$ cat config.mk
export PLATFORM = sky130hd
export DESIGN_NAME = vsram_wait
export DESIGN_NICKNAME = d
export VERILOG_FILES = /design/src/rtl/vsram_wait.sv
export SDC_FILE = /design/constraint.sdc
export NUM_CORES = 1
export LEC_CHECK = 0
export ABC_AREA = 1
export CORE_MARGIN = 10
export CORE_UTILIZATION = 28
export CTS_BUF_LIST = sky130_fd_sc_hd__clkbuf_4
export DETAILED_ROUTE_END_ITERATION = 10
export DONT_BUFFER_PORTS = 1
export GPL_TIMING_DRIVEN = 0
export PLACE_DENSITY = 0.5
export SYNTH_ARGS = -nofsm -noshare
export SYNTH_HDL_FRONTEND = slang
export SYNTH_SLANG_ARGS = --single-unit
export TNS_END_PERCENT = 30
$ cat constraint.sdc
create_clock -name sck -period 4.9 [get_ports sck]
set_input_delay 0.98 -clock sck [delete_from_list [all_inputs] [get_ports sck]]
set_output_delay 0.98 -clock sck [all_outputs]
set_load 0.05 [all_outputs]
$ cat src/rtl/vsram_wait.sv
// vsram_wait: wait-stated single-port word SRAM with byte enables and ready/ack handshake.
// Define VSRAM_CLEAR_EN to zero the whole array after every reset release.
`timescale 1ns/1ps
module vsram_wait #(
    parameter int DATA_W = 16,
    parameter int ADDR_W = 6,
    parameter int WAIT_CYC = 2,
    localparam int BE_W = DATA_W / 8,
    localparam int CMD_W = 1 + DATA_W + BE_W + ADDR_W
) (
    input  logic              sck,
    input  logic              rst,
    input  logic              cs_n,
    input  logic [CMD_W-1:0]  mosi,
    output logic [DATA_W-1:0] miso,
    output logic              ready,
    output logic              ack
);
    localparam int DEPTH = 2 ** ADDR_W;
    localparam logic [3:0] CNT_INIT = 4'(WAIT_CYC == 0 ? 0 : WAIT_CYC - 1);
`ifdef VSRAM_CLEAR_EN
    typedef enum logic [1:0] {IDLE, WAIT, DONE, CLEAR} state_t;
    logic [ADDR_W-1:0] clr_addr;
`else
    typedef enum logic [1:0] {IDLE, WAIT, DONE} state_t;
`endif
    state_t            state;
    logic [3:0]        cnt;
    logic [CMD_W-1:0]  cmd;
    logic [DATA_W-1:0] mem [DEPTH];
    logic              accept;
    logic              do_acc;
    logic [CMD_W-1:0]  acc_cmd;
    logic              acc_we;
    logic [DATA_W-1:0] acc_wdata;
    logic [BE_W-1:0]   acc_be;
    logic [ADDR_W-1:0] acc_addr;
    // With no wait states the access runs straight off mosi on the acceptance edge
    always_comb begin
        accept    = !cs_n && ready;
        acc_cmd   = (state == WAIT) ? cmd : mosi;
        do_acc    = (WAIT_CYC == 0) ? accept : (state == WAIT && cnt == 4'd0);
        acc_we    = acc_cmd[CMD_W-1];
        acc_wdata = acc_cmd[CMD_W-2 -: DATA_W];
        acc_be    = acc_cmd[ADDR_W +: BE_W];
        acc_addr  = acc_cmd[ADDR_W-1:0];
    end
    always_ff @(posedge sck) begin
        for (int i = 0; i < BE_W; i++)
            if (do_acc && acc_we && acc_be[i]) mem[acc_addr][8*i +: 8] <= acc_wdata[8*i +: 8];
`ifdef VSRAM_CLEAR_EN
        if (state == CLEAR) mem[clr_addr] <= '0;
`endif
    end
    always_ff @(posedge sck or negedge rst) begin
        if (!rst) begin
`ifdef VSRAM_CLEAR_EN
            state    <= CLEAR;
            ready    <= 1'b0;
            clr_addr <= '0;
`else
            state    <= IDLE;
            ready    <= 1'b1;
`endif
            ack      <= 1'b0;
            miso     <= '0;
            cnt      <= '0;
            cmd      <= '0;
        end else begin
            ack <= 1'b0;
            if (do_acc && !acc_we) miso <= mem[acc_addr];
            case (state)
                IDLE, DONE: begin
                    state <= (accept && WAIT_CYC != 0) ? WAIT : IDLE;
                    ready <= !(accept && WAIT_CYC != 0);
                    ack   <= accept && WAIT_CYC == 0;
                    if (accept) begin
                        cmd <= mosi;
                        cnt <= CNT_INIT;
                    end
                end
                WAIT: begin
                    state <= (cnt == 4'd0) ? DONE : WAIT;
                    ready <= (cnt == 4'd0);
                    ack   <= (cnt == 4'd0);
                    cnt   <= cnt - 4'd1;
                end
`ifdef VSRAM_CLEAR_EN
                CLEAR: begin
                    state    <= (clr_addr == '1) ? IDLE : CLEAR;
                    ready    <= (clr_addr == '1);
                    clr_addr <= clr_addr + 1'b1;
                end
`endif
                default: state <= IDLE;
            endcase
        end
    end
endmodule

# [Word level (Yosys, flattened, before mapping)]
# Memory sizes are Yosys's and may differ from the RTL's. A register that Yosys moved wholly into a read port is not among the register bits.
# Index checks and enable logic that the tools add are counted.
[word_totals] register_bits=33 mem_bits_rw=1024 output_inout_bits=18 elab_cells=38 memories=1
[classes] add_sub_neg=1 eq_ne=3 n_mux=12 reduce_logical=16
[mem_list] memory="mem" words=64 width=16 rd=1 rd_clocked_by_memory_dff=1 write_ports=1 line="30" source="logic [DATA_W-1:0] mem [DEPTH];"
[op_table] operator="two-way mux 25 bit" count=1
[op_table] operator="one-hot mux 4 bit (2 select lines)" count=1
[op_table] operator="logical AND 1 bit" count=6
[op_table] operator="two-way mux 1 bit" count=6
[op_table] operator="zero test 1 bit" count=4
[op_table] operator="zero test 4 bit" count=1
[op_table] operator="two-way mux 4 bit" count=1
[op_table] operator="one-hot mux 2 bit (2 select lines)" count=1
[op_table] operator="AND reduction 2 bit" count=2
[op_table] operator="subtractor 4 x 1 -> 4 bit, second input constant" count=1
[op_table] operator="== test 2 x 1 -> 1 bit, second input constant" count=1
[op_table] operator="== test 2 bit, second input constant" count=1
[op_table] operator="zero test 2 bit" count=1
[op_table] operator="two-way mux 2 bit" count=1
[op_table] operator="inequality test 2 bit, second input constant" count=1
[op_table] operator="one-hot mux 1 bit (2 select lines)" count=1
[op_table] operator="nonzero test 2 bit" count=1
[op_table] operator="OR reduction 2 bit" count=1

# [Depth between registers and ports, before layout]
[depth] word_depth=6 ltp_mapped=16 ltp_nobuf=13

# [Least setup slack after synthesis]
# OpenSTA, ideal clock, no wires.
[synth_timing] path_type="register to register" startpoint="reg ack (netlist name)" endpoint="mem mem[0][0] (data pin)" setup_ns=0.702 arrival_time_ns=3.995 required_time_ns=4.198 slack_ns=0.203 stages_incl_launch_ff=8 period_less_slack_ns=4.697 cell_sequence="dfrtp_1 inv_2 nand2_8 buf_8 inv_1 buf_2 clkbuf_1 o21ai_0"
[synth_rtl] item="to (decl)" line="30"

==> impl_metrics.csv <==
group,metric,value,unit
worst_setup_path,crit_type,"flip-flop to flip-flop",
sta,rsz0062_at_grt,"no",
logic_synthesis,synthArstFlopShare,4.48,%
global_route,grt_pass1_wl,250,mm
logic_synthesis,ys_ff_latch,1072,
sta,relSlewSlack,2.42,%
min_path,worstHoldPathType,"input pin to flip-flop",
global_route,overflow,0,
worst_setup_path,reg2reg_depth,10,
place,portBuffers,0,
sta,worst_pin_slew,1460,ps
sta,finalSetupViolCount,4,
logic_synthesis,yosysUniqueCellTypes,35,
worst_setup_path,crit_fanout,10,
sta,hold_viol,0,
floorplanning,coreArea,0.165,mm^2
route,wire_per_inst,25.3,um
logic_synthesis,syn_inst,4384,
worst_setup_path,start_kind,"flip-flop",
floorplanning,ios,46,
place,dp_hpwl,129,mm
worst_setup_path,endpoint_kind,"flip-flop",
clock_network,clk_pin_slew_worst_paths,60,ps
logic_synthesis,synth_nets,4413,
clock_network,cts_setup_buffers,0,
clock_network,cts_tree,"yes",
logic_synthesis,synth_largest_area_cell,"edfxtp_1",
route,highest_layer,"met5",
global_route,grt_usage,19.6,%
sta,fin_crit_sh,100,%
pwr,ir_drop,0.456,mV
worst_setup_path,worstPathRequired,5720,ps
clock_network,cts_buffers,313,
run,cap_viol_max_count,0,
pwr,powerDensity,660,mW/mm^2
pwr,power,0.0364,W
clock_network,htreeDepth,5,
clock_network,clk_path_buf_depth,4,
route,wl_met2,80.1,mm
route,first_pass_iters,6,
floorplanning,start_util,28.2,%
route,ant_nets,0,
route,routedLengthMet1,73.2,mm
place,place_inst,6652,
worst_setup_path,arrival,5740,ps
clock_network,cts_sinks,1072,
sta,fmax,203,MHz
global_route,grt_pass1_vias,32300,
route,drc,0,
pwr,p_leak,22.9,nW
finish,fin_cells,7212,
finish,area_growth_syn_to_layout,18.6,%
global_route,antenna_found_initial,9,
route,dr_wl_met3,19.0,mm
route,drt-vias-per-instance,4.78,
min_path,hold_depth,3,
clock_network,clock_latency,1310,ps
sta,whs,138,ps
logic_synthesis,syn_avg_cell_area,10.6,um^2
finish,drive_gt1_share,18.4,%
floorplanning,die_h,428,um
finish,nNetsFinal,4834,
floorplanning,die_w,428,um
floorplanning,dieArea,0.183,mm^2
logic_synthesis,synth_top_area_share,66.1,%
floorplanning,rows,149,
sta,layout_min_cycle_time,4920,ps
route,wirelength,183,mm
clock_network,root_buffer,"clkbuf_4",
place,gp_congestion,0.972,
logic_synthesis,yosys_warnings,0,
sta,setup_ws,-17.7,ps
status,violations,"setup timing",
logic_synthesis,synth_area,0.0465,mm^2
logic_synthesis,ys_top_cells_by_area,"edfxtp_1 (66%), nand2_1 (9.7%), inv_1 (7.2%)",
place,place_worst_setup_slack,-122,ps
sta,slew_violations,0,
finish,fin_util,33.4,%
sta,finClkSkew,96.0,ps
logic_synthesis,ys_seq_area_share,68.7,%
logic_synthesis,synth_edf_count,1024,
route,vias,34400,
global_route,grt_start_max_net_pins,49,
route,drt_iter0_markers,3989,
logic_synthesis,ys.flop_type,"edfxtp_1",
status,status,"complete, but fails checks",
[through the flow]
step                cell area (um^2)  setup TNS [ps]
floorplan                      46500               0
global placement               49200        -5315870
detailed placement             51100            -965
CTS                            55100               0
global route                   55200               0
finish                         55200           -70.0
[final timing paths]
check	from	end	slack, ps
min in group asynchronous	rst	cmd[0]	230
worst min-delay path	cs_n	cmd[24]	140
worst max-delay path	ack	mem[37][0]	-20
max in group asynchronous	rst	miso[0]	4290
worst min register to register	cmd[9]	cmd[9]	490
worst max register to register	ack	mem[37][0]	-20
[critical path: stages (launching register included)]
cell and delay [ps]:
dfrtp_1 580, inv_2 270, nand2_8 120, nand2_1 80
nand2_1 60, nor2_1 960, buf_2 460, buf_4 290
nand2_1 350, buf_2 460, nor3_2 810
[repair_timing]
item | CTS | global route
hold endpoints to repair | 80 | 0
endpoints found under the setup margin | 8 | 4
hold buffers | 27 | 0
gates resized for setup | 1 | 1
cloned | 0 | 0
[metal layers]
layer / track usage, % / up-vias
li1: - / 15300
met1: 25.3 / 16700
met2: 30.0 / 1922
met3: 5.33 / 504
met4: 10.7 / 6
met5: 0 / -
[kinds of logic (layout without fill, tap and decap cells)]
family,after synthesis,in the layout,synth area share (%)
adders and majority gates,1,1,0.0269
and+or+nand+nor,1867,1867,17.0
other,0,9,0
muxes,1,1,0.0242
buffers and inverters,1127,1757,9.79
DFF,1072,1072,68.7
AOI/OAI and AO/OA,316,316,4.47
[layout by cell type (no fill, tap or decap), drive strengths merged, types with 2 or more instances in the layout]
master,count
dfrtp,47
o211ai,175
dlygate4sd3,26
inv,909
nand4,13
nor2,133
nand2,1211
nand3,358
diode,9
clkinv,58
nor3,135
clkbuf,496
edfxtp,1024
o2111ai,2
or2,16
a21oi,4
o21ai,133
buf,267
[area by class of cell]
cell class,instances,area [um^2]
clock buffers,462,3470
diodes,9,22.5
inverters,906,3400
clock inverters,62,270
repair buffers,106,1460
well taps,2189,2740
plain buffers,221,1150
fillers,16800,110000
multi-input cells,2185,10700
flip-flops and latches,1072,32000
[registers in the layout, indices dropped and copies added, names as in the netlist]
name	flops
mem	1024
miso	16
cmd	25
cnt	4
ready	1
state	1
ack	1
[synth_stat cells (5+ instances only)]
cell type / n
buf_2: 165
buf_4: 10
buf_6: 9
clkbuf_1: 34
dfrtp_1: 47
edfxtp_1: 1024
inv_1: 897
inv_2: 8
nand2_1: 1205
nand2_2: 5
nand3_1: 356
nand4_1: 13
nor2_1: 133
nor3_1: 109
nor3_2: 22
o211ai_1: 175
o21ai_0: 109
o21ai_1: 21
or2_2: 16
[where the power goes]
group          switching, W  leakage, nW  total (W)  internal (W)
combinational        0.0128         10.8     0.0162       0.00333
clock               0.00392         2.26    0.00825       0.00433
sequential         0.000354         9.83     0.0120        0.0116
Power figures use the tool's default switching activity.
